--- config.mk ---
export PLATFORM = sky130hd
export DESIGN_NAME = mem_wb_stage
export DESIGN_NICKNAME = d
export VERILOG_FILES = /design/src/rtl/riscv_pkg.sv /design/src/rtl/load_align.sv /design/src/rtl/mem_wb_stage.sv
export SDC_FILE = /design/constraint.sdc
export NUM_CORES = 1
export LEC_CHECK = 0
export BUFFER_PORTS_ARGS = -buffer_cell sky130_fd_sc_hd__buf_2
export CORE_MARGIN = 1
export CORE_UTILIZATION = 51
export CTS_BUF_LIST = sky130_fd_sc_hd__clkbuf_8
export DETAILED_ROUTE_END_ITERATION = 8
export GPL_TIMING_DRIVEN = 1
export PLACE_DENSITY_LB_ADDON = 0.08
export SLEW_MARGIN = 10
export SYNTH_ARGS = -nofsm -noshare
export SYNTH_HDL_FRONTEND = slang
export SYNTH_SLANG_ARGS = --single-unit
--- constraint.sdc ---
create_clock -name clk -period 1.7 [get_ports clk]
set_input_delay 0 -clock clk [delete_from_list [all_inputs] [get_ports clk]]
set_output_delay 0 -clock clk [all_outputs]
set_load 0.01 [all_outputs]
--- src/rtl/riscv_pkg.sv ---
// Shared pipeline definitions: load-type encodings, default widths and the
// writeback skid-buffer state type.
package riscv_pkg;

  localparam int unsigned N_DEF  = 32;
  localparam int unsigned RA_DEF = 5;

  localparam logic [2:0] LD_LB  = 3'b000;
  localparam logic [2:0] LD_LH  = 3'b001;
  localparam logic [2:0] LD_LW  = 3'b010;
  localparam logic [2:0] LD_LBU = 3'b100;
  localparam logic [2:0] LD_LHU = 3'b101;

  typedef enum logic {
    EMPTY = 1'b0,
    HELD  = 1'b1
  } skid_state_t;

endpackage

--- src/rtl/load_align.sv ---
// Combinational load byte/half extraction and extension from an aligned
// memory word; flags misaligned addresses and reserved load types.
module load_align
  import riscv_pkg::*;
#(
  parameter int unsigned N = N_DEF
) (
  input  logic [2:0]   ldtype,
  input  logic [1:0]   addr,
  input  logic [N-1:0] rdata,
  output logic [N-1:0] value,
  output logic         misaligned
);

  logic [7:0]  byte_sel;
  logic [15:0] half_sel;

  always_comb begin
    byte_sel = rdata[7:0];
    case (addr)
      2'b00:   byte_sel = rdata[7:0];
      2'b01:   byte_sel = rdata[15:8];
      2'b10:   byte_sel = rdata[23:16];
      default: byte_sel = rdata[31:24];
    endcase
    half_sel = addr[1] ? rdata[31:16] : rdata[15:0];
  end

  // Reserved load types are reported through the same flag as misalignment.
  always_comb begin
    value      = '0;
    misaligned = 1'b0;
    case (ldtype)
      LD_LB:  value = {{(N-8){byte_sel[7]}}, byte_sel};
      LD_LBU: value = {{(N-8){1'b0}}, byte_sel};
      LD_LH: begin
        value      = {{(N-16){half_sel[15]}}, half_sel};
        misaligned = addr[0];
      end
      LD_LHU: begin
        value      = {{(N-16){1'b0}}, half_sel};
        misaligned = addr[0];
      end
      LD_LW: begin
        value      = rdata;
        misaligned = (addr != 2'b00);
      end
      default: misaligned = 1'b1;
    endcase
  end

endmodule

--- src/rtl/mem_wb_stage.sv ---
// Writeback stage: selects ALU/load data, arbitrates the register-file write
// port between MEM and the mul/div unit through a one-entry skid buffer.
module mem_wb_stage
  import riscv_pkg::*;
#(
  parameter int unsigned N  = N_DEF,
  parameter int unsigned RA = RA_DEF
) (
  input  logic          clk,
  input  logic          rst,
  input  logic          mem_valid,
  output logic          mem_ready,
  input  logic [RA-1:0] mem_rd,
  input  logic          mem_regwrite,
  input  logic          mem_memtoreg,
  input  logic [2:0]    mem_ldtype,
  input  logic [N-1:0]  mem_alu_result,
  input  logic [N-1:0]  mem_rdata,
  input  logic          md_valid,
  output logic          md_ready,
  input  logic [RA-1:0] md_rd,
  input  logic [N-1:0]  md_result,
  output logic [RA-1:0] writereg,
  output logic [N-1:0]  data,
  output logic          rw,
  output logic          fwd_en,
  output logic [RA-1:0] fwd_rd,
  output logic [N-1:0]  fwd_data,
  output logic          misalign_err
);

  skid_state_t   state;
  logic [RA-1:0] held_rd;
  logic [N-1:0]  held_data;

  logic [N-1:0]  load_value;
  logic          load_bad;
  logic [N-1:0]  mem_value;
  logic          mem_acc;
  logic          md_acc;
  logic          mem_err;

  load_align #(.N(N)) u_load_align (
    .ldtype     (mem_ldtype),
    .addr       (mem_alu_result[1:0]),
    .rdata      (mem_rdata),
    .value      (load_value),
    .misaligned (load_bad)
  );

  always_comb begin
    mem_ready = (state == EMPTY);
    md_ready  = (state == EMPTY);
    mem_acc   = mem_valid && mem_ready;
    md_acc    = md_valid && md_ready;
    mem_value = mem_memtoreg ? load_value : mem_alu_result;
    mem_err   = mem_memtoreg && load_bad;
  end

  // MEM wins the port on a simultaneous accept; md parks in the buffer and
  // the buffer drains unconditionally on the following cycle.
  always_ff @(posedge clk) begin
    if (rst) begin
      state        <= EMPTY;
      held_rd      <= '0;
      held_data    <= '0;
      writereg     <= '0;
      data         <= '0;
      rw           <= 1'b0;
      misalign_err <= 1'b0;
    end else begin
      case (state)
        EMPTY: begin
          if (mem_acc) begin
            writereg     <= mem_rd;
            data         <= mem_value;
            rw           <= mem_regwrite && !mem_err && (mem_rd != '0);
            misalign_err <= mem_err;
            if (md_acc) begin
              held_rd   <= md_rd;
              held_data <= md_result;
              state     <= HELD;
            end
          end else if (md_acc) begin
            writereg     <= md_rd;
            data         <= md_result;
            rw           <= (md_rd != '0);
            misalign_err <= 1'b0;
          end else begin
            rw           <= 1'b0;
            misalign_err <= 1'b0;
          end
        end
        HELD: begin
          writereg     <= held_rd;
          data         <= held_data;
          rw           <= (held_rd != '0);
          misalign_err <= 1'b0;
          state        <= EMPTY;
        end
        default: begin
          rw           <= 1'b0;
          misalign_err <= 1'b0;
          state        <= EMPTY;
        end
      endcase
    end
  end

  always_comb begin
    fwd_en   = rw;
    fwd_rd   = writereg;
    fwd_data = data;
  end

endmodule
# Word level (Yosys, flattened, before mapping)
# Index checks and enable logic that the tools add are counted.
[op_classes]
eq_ne = 7
n_lt_le_gt_ge = 0
n_bitwise = 1
n_mul = 0
div_mod_pow = 0
mux = 19
shifts = 0
n_reduce_logical = 15
n_addsub = 0
[ops]
columns = ["operator", "count"]
rows = [
  ["one-hot mux 32 bit (5 select lines)", 1],
  ["two-way mux 32 bit", 3],
  ["one-hot mux 32 bit (2 select lines)", 1],
  ["one-hot mux 8 bit (3 select lines)", 1],
  ["two-way mux 16 bit", 1],
  ["nonzero test 5 bit", 3],
  ["two-way mux 5 bit", 2],
  ["one-hot mux 5 bit (2 select lines)", 1],
  ["equality test 3 bit, second input constant", 2],
  ["one-hot mux 1 bit (2 select lines)", 3],
  ["logical AND 1 bit", 5],
  ["two-way mux 1 bit", 5],
  ["OR reduction 2 bit", 2],
  ["equality test 3 x 1 -> 1 bit, second input constant", 1],
  ["equality test 3 x 2 -> 1 bit, second input constant", 1],
  ["zero test 3 bit", 1],
  ["!= test 3 x 1 -> 1 bit, second input constant", 1],
  ["one-hot mux 1 bit (3 select lines)", 1],
  ["AND reduction 3 bit", 1],
  ["equality test 2 x 1 -> 1 bit, second input constant", 1],
  ["equality test 2 bit, second input constant", 1],
  ["zero test 2 bit", 1],
  ["nonzero test 2 bit", 1],
  ["zero test 1 bit", 1],
  ["NOT 1 bit", 1],
]
[totals]
mem_bits_rw = 0
inputBits = 115
register_bits = 77
out_inout_bits = 79
mem_bits_ro = 0
latchBits = 0
n_memories = 0
elab_cells = 49

# Depth between registers and ports, before layout
# Gate-level depths: netlist of run 1.
[depth]
depth_word = 9
depth_mapped = 7

# Modules after synthesis
# From an unflattened synthesis of run 1, not the netlist that was laid out.
[unflattened]
cells_unflattened = 624
hier_area_um2 = 4968.5
[modules_own_cells]
columns = ["mod", "n_inst", "area_each_um2", "cells_each", "seq_area_each_um2"]
rows = [
  ["mem_wb_stage", 1, 4282.9, 546, 1541.5],
  ["load_align", 1, 685.7, 78, 0.0],
]

# Worst setup path before layout of run 1
# No wires, ideal clock.
[synth_timing]
path_kind = "register to register"
start = "register state"
end = "register data[4]"
setup_time_ps = 128
path_buffers = 2
arrival_time_ps = 1228
path_stages_with_launch = 7
path_slack_ps = 344
period_less_slack_ps = 1356
path_cell_list = "dfxtp_1 > clkbuf_1 > nor2_1 > nand2_1 > clkbuf_1 > o221ai_1 > a21oi_1"
[synth_via]
elab_chain_cells = 4
elab_cells_between_ends = 6
cone_classes = "eq/ne: 1; mux: 2; bitwise: 1; reduce/logical: 2"
[synth_lines]
columns = ["element", "line_no", "text"]
rows = [
  ["start: declaration", "mem_wb_stage.sv:32", "skid_state_t state;"],
  ["start signal: assignment", "mem_wb_stage.sv:64", "state <= EMPTY;"],
  ["start signal: assignment", "mem_wb_stage.sv:82", "state <= HELD;"],
  ["start signal: assignment", "mem_wb_stage.sv:99", "state <= EMPTY;"],
  ["NOT 1 bit (no source line)", "--", ""],
  ["logical AND 1 bit", "mem_wb_stage.sv:54", "mem_acc = mem_valid && mem_ready;"],
  ["two-way mux 32 bit", "mem_wb_stage.sv:74", "if (mem_acc) begin"],
  ["one-hot mux 32 bit (2 select lines)", "mem_wb_stage.sv:72", "case (state)"],
  ["end signal: assignment", "mem_wb_stage.sv:76", "data <= mem_value;"],
  ["end signal: assignment", "mem_wb_stage.sv:86", "data <= md_result;"],
  ["end signal: assignment", "mem_wb_stage.sv:96", "data <= held_data;"],
  ["end: declaration", "mem_wb_stage.sv:24", "output logic [N-1:0] data,"],
]
# Several ways; a longest one is shown, not always the timed one.
# A chain may end at the register's enable or synchronous reset.

# Worst setup path after layout of run 1
[layout_timing]
start = "input port mem_rdata[31]"
end = "register data[12]"
[layout_via]
elab_chain_cells = 5
[layout_lines]
columns = ["element", "line_no", "text"]
rows = [
  ["start: declaration", "mem_wb_stage.sv:18", "input logic [N-1:0] mem_rdata,"],
  ["one-hot mux 8 bit (3 select lines)", "load_align.sv:20", "case (addr)"],
  ["one-hot mux 32 bit (5 select lines)", "load_align.sv:33", "case (ldtype)"],
  ["two-way mux 32 bit", "mem_wb_stage.sv:56", "mem_value = mem_memtoreg ? load_value : mem_alu_result;"],
  ["two-way mux 32 bit", "mem_wb_stage.sv:74", ""],
  ["one-hot mux 32 bit (2 select lines)", "mem_wb_stage.sv:72", ""],
]
# No other way between the ends.

==> flow_metrics.tcl, run 1 <==
set metrics [dict create \
    sequentialPowerShare_pct 42.3 \
    finalHoldViolations 0 \
    synth_top_family_by_area "compound AO/OA/AOI/OAI gates" \
    grt_max_degree 35 \
    finalSetupTns_ns 0 \
    post-place-cells 924 \
    r2r_start "state" \
    worst_r2r_endpoint "data[12]" \
    setup_viol 0 \
    slew_headroom_pct 57.2 \
    row_count 35 \
    min_path_cells 3 \
    startpoint "mem_rdata[31]" \
    synthesis.instances 670 \
    yosys.area.top_type_share_pct 30.7 \
    power_density_mw_per_mm2 716 \
    ir_worst_vdd_mv 0.364 \
    critPathKind "primary input to flop" \
    cts_setup_buffers 0 \
    critPathMaxFanout 8 \
    grt_overflow_total 0 \
    htreeDepth 3 \
    tightest_slew_ns 0.642 \
    core_area_mm2 0.00937 \
    ys_seq_elements 77 \
    place_area_mm2 0.00582 \
    grt_pass1_wl_um 27100 \
    viasPerCell 5.82 \
    gp_congestion 0.916 \
    ant_nets 0 \
    synthTopCellsByCount "nand2_1 (108), a21oi_1 (97), dfxtp_1 (77)" \
    drv_cap 0 \
    cpPeakStageDelay_ns 0.54 \
    fin_crit_ns 1.61 \
    switching_share_pct 32.0 \
    synth.most_common_cell "nand2_1" \
    fin_area_mm2 0.00661 \
    synth-edff-count 0 \
    cts-root-buf "clkbuf_8" \
    cp_slowest_cell "dlygate4sd3_1" \
    synth-xor-area-share_pct 0 \
    synth_top_area_cell "dfxtp_1" \
    drt_wl_total_um 17700 \
    clock_path_buffers 2 \
    final_util_pct 70.6 \
    fin_crit_sh_pct 94.7 \
    grt_pass1_vias 5398 \
    yosysWarnings 0 \
    ff2ff_setup_slack_ns 0.11 \
    rsz0062_at_grt "false" \
    die_w_um 101 \
    combPwrFrac_pct 27.0 \
    worstPathRequired_ns 1.94 \
    drt_iter0_drc 387 \
    die-area_mm2 0.0102 \
    pin_count 194 \
    final_net_count 980 \
    synth_fa_ha_area_share_pct 0 \
    synth_flop_cell "dfxtp_1" \
    p_sw_mw 1.51 \
    path_cells "dlygate4sd3_1, buf_2, mux4_2, and3b_1, o21ai_1, a21oi_1" \
    initial_core_util_pct 53.6 \
    numCtsBuffers 9 \
    min-delay-start "mem_rdata[24]" \
    leakagePower_nw 2.89 \
    worst_hold_slack_ns 0.0205 \
    syn_avg_cell_area_um2 7.49 \
    fill_cells 815 \
    cts_tree "done" \
    crit_path_start_kind "primary input" \
    drc_errors 0 \
    syn_to_final_growth_pct 31.7 \
    hold_end "data[24]" \
    cp-end-kind "flop" \
    clk_latency_ns 0.36 \
    clkPwrFrac_pct 30.7 \
    synth-simple-area-share_pct 20.1 \
    status "finished, final reports clean" \
    antenna_found_initial 0 \
    wire_per_inst_um 17.7 \
    firstDrtPassIters 5 \
    synth_compound_area_share_pct 26.9 \
    hpwl_um 11900 \
    arrival_ns 1.85 \
    syn_area_mm2 0.00502 \
    fmax_mhz 621 \
    diodes 0 \
    vias 5819 \
    clk_pin_slew_ns 0.09 \
    ys_async_sr_fraction_pct 0 \
    synthMuxAreaShare_pct 8.92 \
    fp.dieH_um 101 \
    synthTopCellsByArea "dfxtp_1 (31%), a21oi_1 (9.7%), nand2_1 (8.1%), buf_4 (6.1%), mux2i_1 (5.2%)" \
    cts.sink_count 77 \
    port_buffers 193 \
    ys_seq_area_share_pct 30.7 \
    drv_slew 0 \
    fin_cells 999 \
    internal-power_mw 3.22 \
    synth_nets 785 \
    drive_gt1_share_pct 29.8 \
    ys_types 43 \
    finClkSkew_ns 0.0107 \
    r2r_cells 4 \
    hold_path.class "primary input to flop" \
    grt_usage_pct 34.5 \
]
==> power by group through the flow <==
stage	Clock (mW)	Combinational, mW	Sequential, mW
2_1_floorplan	0	0.715	2.06
3_3_place_gp	0	1.13	2.03
3_5_place_dp	0	1.14	2.04
4_1_cts	1.46	1.25	2.00
5_1_grt	1.54	1.38	2.02
6_report	1.45	1.28	2.00
==> layout make-up <==
cell class                 count  area [um^2]  area share (%)
multi-input combinational    472         2820            42.6
clock inverter                 6         61.3           0.927
inverter                      26         97.6            1.48
clock buffer                  10          138            2.08
sequential                    77         1540            23.3
tap                          129          161            2.44
timing repair buffer         279         1800            27.2
==> critical path: cells and delay by family <==
family                 cells  cell delay, ns
AOI/OAI and AO/OA          2            0.39
buffers and inverters      2            0.70
muxes                      1            0.46
and+or+nand+nor            1            0.30
==> stage by stage <==
stage	power, mW	worst slack, ns
finish	4.73	0.0905
CTS	4.71	0.138
detailed placement	3.18	0.192
global route	4.94	0.0373
global placement	3.16	0.204
floorplan	2.77	0.344
==> sequential cells by signal (all words and copies together), names as in the netlist <==
| register | flops |
|---|---|
| misalign_err | 1 |
| data | 32 |
| state | 1 |
| fwd_en | 1 |
| fwd_rd | 5 |
| held_data | 32 |
| held_rd | 5 |
==> cell families (layout without fill, tap and decap cells) <==
family	count (synthesis)	count (layout)
AOI/OAI and AO/OA	216	216
and+or+nand+nor	215	215
buffers and inverters	121	321
DFF	77	77
muxes	41	41
==> repair_timing <==
item                      4_1_cts  5_1_grt
hold endpoints to repair       58        1
resized for setup               0        0
hold buffers                   58        1
==> layer usage <==
metal | up-vias | part of all wire [%] | track usage, %
li1 | 2723 | - | -
met1 | 2686 | 41 | 44.1
met2 | 350 | 46 | 57.0
met3 | 60 | 8.5 | 4.76
met4 | 0 | 3.7 | 17.7
met5 | - | 0 | 0
==> how the worst max path moves through the flow <==
stage / to / slack (ns) / cells past startpoint
after floorplan: data[4] / 0.34 / 6
after global placement: data[7] / 0.20 / 4
after detailed placement: data[12] / 0.19 / 4
after CTS: data[12] / 0.14 / 6
after global routing: data[12] / 0.04 / 4
final: data[12] / 0.09 / 6
==> placed cells by master, fill, tap and decap left out, types with 25 or more instances in the layout <==
master	count
a21oi_1	97
a221oi_1	27
buf_2	193
dfxtp_1	76
dlygate4sd3_1	59
inv_1	25
mux2i_1	26
nand2_1	108
nor2_1	30
nor2b_1	25
o21ai_0	38
No activity file was read; power rests on OpenSTA's default activity.
==> inputs of run 2 (changes only) <==
--- a/config.mk
+++ b/config.mk
@@ -11,6 +11,7 @@
 export CTS_BUF_LIST = sky130_fd_sc_hd__clkbuf_8
 export DETAILED_ROUTE_END_ITERATION = 8
 export GPL_TIMING_DRIVEN = 1
+export MAX_ROUTING_LAYER = met4
 export PLACE_DENSITY_LB_ADDON = 0.08
 export SLEW_MARGIN = 10
 export SYNTH_ARGS = -nofsm -noshare
==> flow_metrics.tcl, run 2 (same netlist as run 1, synthesis figures left out) <==
set metrics [dict create \
    status "finished, final reports clean" \
    sequentialPowerShare_pct 43.1 \
    die_w_um 101 \
    min-delay-start "mem_rdata[25]" \
    cts_setup_buffers 0 \
    vias 5706 \
    pin_count 194 \
    path_cells "dlygate4sd3_1, buf_2, mux4_2, and3b_1, o21ai_1, a21oi_1" \
    grt_max_degree 40 \
    finalHoldViolations 0 \
    grt_pass1_wl_um 26400 \
    gp_congestion 0.909 \
    internal-power_mw 3.17 \
    diodes 0 \
    ir_worst_vdd_mv 0.438 \
    arrival_ns 1.84 \
    finClkSkew_ns 0.00975 \
    top_regs "data: 32 flops, held_data: 32 flops" \
    htreeDepth 3 \
    switching_share_pct 31.6 \
    fin_crit_sh_pct 94.0 \
    setup_ws_ns 0.102 \
    p_sw_mw 1.47 \
    drive_gt1_share_pct 29.6 \
    rsz0062_at_grt "false" \
    leakagePower_nw 2.88 \
    critPathMaxFanout 8 \
    drt_iter0_drc 429 \
    initial_core_util_pct 53.6 \
    grt_overflow_total 0 \
    drv_cap 0 \
    fin_cells 995 \
    clk_pin_slew_ns 0.08 \
    cp_slowest_cell "dlygate4sd3_1" \
    drv_slew 0 \
    register_area_mm2 0.00154 \
    firstDrtPassIters 5 \
    ant_nets 0 \
    core_area_mm2 0.00937 \
    startpoint "mem_rdata[31]" \
    power_density_mw_per_mm2 704 \
    fin_crit_ns 1.60 \
    layout_common_cells "buf_2 (193), nand2_1 (108), a21oi_1 (97), dfxtp_1 (76), dlygate4sd3_1 (57)" \
    layout_commonest_cell "buf_2" \
    fill_cells 822 \
    fin_area_mm2 0.00659 \
    syn_to_final_growth_pct 31.3 \
    cts.sink_count 77 \
    cpPeakStageDelay_ns 0.53 \
    finalSetupTns_ns 0 \
    cts_resized 0 \
    numCtsBuffers 9 \
    fp.dieH_um 101 \
    combPwrFrac_pct 27.4 \
    drt_wl_total_um 17200 \
    grt_pass1_vias 5343 \
    clock_path_buffers 2 \
    row_count 35 \
    wire_per_inst_um 17.3 \
    place_area_mm2 0.00583 \
    tightest_slew_ns 0.625 \
    cp-end-kind "flop" \
    hpwl_um 11900 \
    clkPwrFrac_pct 29.5 \
    critPathKind "primary input to flop" \
    grt_usage_pct 34.7 \
    cts_tree "done" \
    antenna_found_initial 0 \
    post-place-cells 922 \
    crit_path_start_kind "primary input" \
    critPathBufInv 2 \
    viasPerCell 5.73 \
    clk_latency_ns 0.35 \
    drc_errors 0 \
    fmax_mhz 626 \
    multi_input_area_mm2 0.00282 \
    worstPathRequired_ns 1.94 \
    setup_viol 0 \
    r2r_start "state" \
    die-area_mm2 0.0102 \
    crit_family "buffers and inverters" \
    dp_slack_ns 0.140 \
    port_buffers 193 \
    slew_headroom_pct 58.3 \
    final_net_count 976 \
    cts-root-buf "clkbuf_8" \
    hold_path.class "primary input to flop" \
]
[run 2: power by group through the flow]
stage | sequential, mW | combinational (mW) | clock, mW
6_report | 2.00 | 1.27 | 1.37
5_1_grt | 2.02 | 1.38 | 1.45
4_1_cts | 2.00 | 1.25 | 1.40
3_5_place_dp | 2.04 | 1.15 | 0
3_3_place_gp | 2.04 | 1.13 | 0
2_1_floorplan | 2.06 | 0.715 | 0
[run 2: area by class of cell]
| cell class | count | area share, % |
|---|---|---|
| multi-input combinational | 472 | 42.7 |
| inverter | 26 | 1.48 |
| tap | 129 | 2.45 |
| clock buffer | 9 | 1.88 |
| sequential | 77 | 23.4 |
| timing repair buffer | 275 | 27.1 |
| clock inverter | 7 | 0.987 |
[run 2: what timing repair did]
item / CTS / global route
hold buffers: 57 / 0
endpoints found under the hold margin: 57 / 0
endpoints found under the setup margin: 0 / 0
[run 2: per-layer routing]
layer / GRT usage, % / share of wire [%]
met2: 55.4 / 46
met3: 4.69 / 9.7
met4: 16.2 / 3.2
met5: - / 0
met1: 43.5 / 42
[run 2: final timing paths]
check	cells after the start	endpoint	slack, ns
setup / recovery	6	data[8]	0.10
hold / removal	3	data[25]	0.03
setup reg to reg	5	data[30]	0.12
hold reg to reg	2	held_data[0]	0.46
[run 2: per-stage QoR]
| stage | power, mW | util [%] | hold WS, ns |
|---|---|---|---|
| after floorplan | 2.77 | - | 0.136 |
| after global placement | 3.16 | 62.2 | 0.253 |
| after detailed placement | 3.19 | 62.2 | 0.261 |
| after CTS | 4.64 | 70.3 | 0.00487 |
| after global routing | 4.84 | 70.3 | 0.0391 |
| final | 4.64 | 70.3 | 0.0280 |
[run 2: tightest hold or removal path, delay by kind of cell]
family                 cells  cell delay, ns
AO/OA/AOI/OAI              2            0.20
buffers and inverters      1            0.15
==> inputs of run 3 (changes only) <==
--- a/config.mk
+++ b/config.mk
@@ -7,12 +7,13 @@
 export LEC_CHECK = 0
 export BUFFER_PORTS_ARGS = -buffer_cell sky130_fd_sc_hd__buf_2
 export CORE_MARGIN = 1
-export CORE_UTILIZATION = 51
+export CORE_UTILIZATION = 46
 export CTS_BUF_LIST = sky130_fd_sc_hd__clkbuf_8
 export DETAILED_ROUTE_END_ITERATION = 8
 export GPL_TIMING_DRIVEN = 1
 export MAX_ROUTING_LAYER = met4
 export PLACE_DENSITY_LB_ADDON = 0.08
+export SETUP_SLACK_MARGIN = 0.15
 export SLEW_MARGIN = 10
 export SYNTH_ARGS = -nofsm -noshare
 export SYNTH_HDL_FRONTEND = slang
==> constraint.sdc (replaced) <==
create_clock -name clk -period 1.4 [get_ports clk]
set_input_delay 0 -clock clk [delete_from_list [all_inputs] [get_ports clk]]
set_output_delay 0 -clock clk [all_outputs]
set_load 0.01 [all_outputs]
==> flow_metrics.tcl, run 3 (same netlist as run 1, synthesis figures left out) <==
set metrics [dict create \
    status "finished, final reports clean" \
    worst_r2r_endpoint "data[6]" \
    ff2ff_setup_slack_ns 0.1 \
    finalSetupTns_ns 0 \
    p_sw_mw 1.89 \
    fmax_mhz 768 \
    drt_iter0_drc 419 \
    cts_tree "done" \
    crit_path_start_kind "flop" \
    clk_pin_slew_ns 0.09 \
    finalHoldViolations 0 \
    total_power_mw 6.07 \
    critPathKind "flop to flop" \
    min-delay-start "mem_rdata[31]" \
    post-place-cells 941 \
    grt_max_degree 34 \
    cts-root-buf "clkbuf_8" \
    viasPerCell 5.63 \
    final_util_pct 67.4 \
    clkPwrFrac_pct 31.9 \
    power_density_mw_per_mm2 861 \
    hold_path.class "primary input to flop" \
    internal-power_mw 4.18 \
    r2r_start "state" \
    clk_latency_ns 0.35 \
    cts.sink_count 77 \
    combPwrFrac_pct 28.1 \
    sequentialPowerShare_pct 40.0 \
    arrival_ns 1.57 \
    switching_share_pct 31.1 \
    drive_gt1_share_pct 34.2 \
    final_net_count 992 \
    fp.dieH_um 106 \
    cp-end-kind "flop" \
    core_area_mm2 0.0105 \
    critPathMaxFanout 15 \
    fin_crit_sh_pct 93.0 \
    ir_worst_vdd_mv 0.592 \
    setup_viol 0 \
    wire_per_inst_um 17.3 \
    die-area_mm2 0.0113 \
    finClkSkew_ns 0.00883 \
    r2r_cells 6 \
    firstDrtPassIters 4 \
    top_regs "data: 32 flops, held_data: 32 flops" \
    numCtsBuffers 9 \
    port_buffers 193 \
    slew_headroom_pct 63.6 \
    grt_usage_pct 30.8 \
    antenna_found_initial 1 \
    drv_cap 0 \
    row_count 37 \
    rsz0062_at_grt "true" \
    initial_core_util_pct 48.0 \
    gp_congestion 0.974 \
    min_path_cells 3 \
    clock_path_buffers 2 \
    die_w_um 106 \
    fin_cells 1019 \
    worst_hold_slack_ns 0.0210 \
    layout_commonest_cell "buf_2" \
    drt_wl_total_um 17600 \
    syn_to_final_growth_pct 40.5 \
    drv_slew 0 \
    hpwl_um 12200 \
    crit_path_end "data[6]" \
    grt_pass1_vias 5259 \
    ant_nets 0 \
    vias 5741 \
    pin_count 194 \
    leakagePower_nw 3.09 \
    startpoint "state" \
    grt_overflow_total 0 \
    htreeDepth 3 \
    worstPathRequired_ns 1.67 \
    tightest_slew_ns 0.544 \
    layout_common_cells "buf_2 (193), nand2_1 (108), a21oi_1 (96), dfxtp_1 (76), dlygate4sd3_1 (50)" \
    grt_pass1_wl_um 26700 \
    drc_errors 0 \
    fin_crit_ns 1.30 \
]
-- run 3: metal layers --
metal / wire (um) / GRT usage [%] / part of all wire (%) / vias up
met5: 0 / - / 0 / -
met3: 1220 / 5.76 / 6.9 / 35
li1: - / - / - / 2744
met1: 7660 / 39.0 / 43 / 2684
met2: 8390 / 49.6 / 48 / 278
met4: 361 / 9.98 / 2.0 / 0
-- run 3: worst max-delay path: stages (launching register included) --
cell,delay [ns]
dfxtp_4,0.42
buf_4,0.15
clkbuf_16,0.17
nand2_1,0.10
o31ai_4,0.07
o221ai_1,0.13
a21oi_1,0.19
-- run 3: how the worst min path moves through the flow --
stage / end
floorplan: held_data[0]
global placement: held_data[15]
detailed placement: held_data[15]
CTS: data[31]
global route: data[28]
finish: data[31]
-- run 3: metrics by stage --
stage / area (um^2) / worst slack (ns)
floorplan: 5090 / 0.114
global route: 7050 / 0.0217
finish: 7050 / 0.0984
CTS: 6740 / 0.0950
global placement: 5960 / 0.0675
detailed placement: 5960 / 0.0301
-- run 3: what timing repair did --
| item | 4_1_cts | 5_1_grt |
|---|---|---|
| endpoints found under the setup margin | 39 | 67 |
| endpoints found under the hold margin | 53 | 0 |
| gates cloned | 0 | 1 |
| setup buffers | 0 | 7 |
| resized for setup | 11 | 45 |
| hold buffers | 53 | 0 |
| pin swaps | 0 | 7 |
-- run 3: power groups by stage --
stage / clock network, mW / registers, mW / logic, mW
after CTS: 1.97 / 2.42 / 1.57
final: 1.94 / 2.43 / 1.71
after floorplan: 0 / 2.50 / 0.900
after detailed placement: 0 / 2.47 / 1.45
after global placement: 0 / 2.47 / 1.43
after global routing: 2.06 / 2.44 / 1.85
-- run 3: area by class of cell --
type / instances / area [um^2]
Multi-Input combinational cell: 472 / 3060
Sequential cell: 77 / 1550
Clock inverter: 6 / 86.3
Fill cell: 939 / 3410
Inverter: 26 / 97.6
Tap cell: 136 / 170
Timing Repair Buffer: 291 / 1960
Antenna cell: 1 / 2.50
Clock buffer: 10 / 138
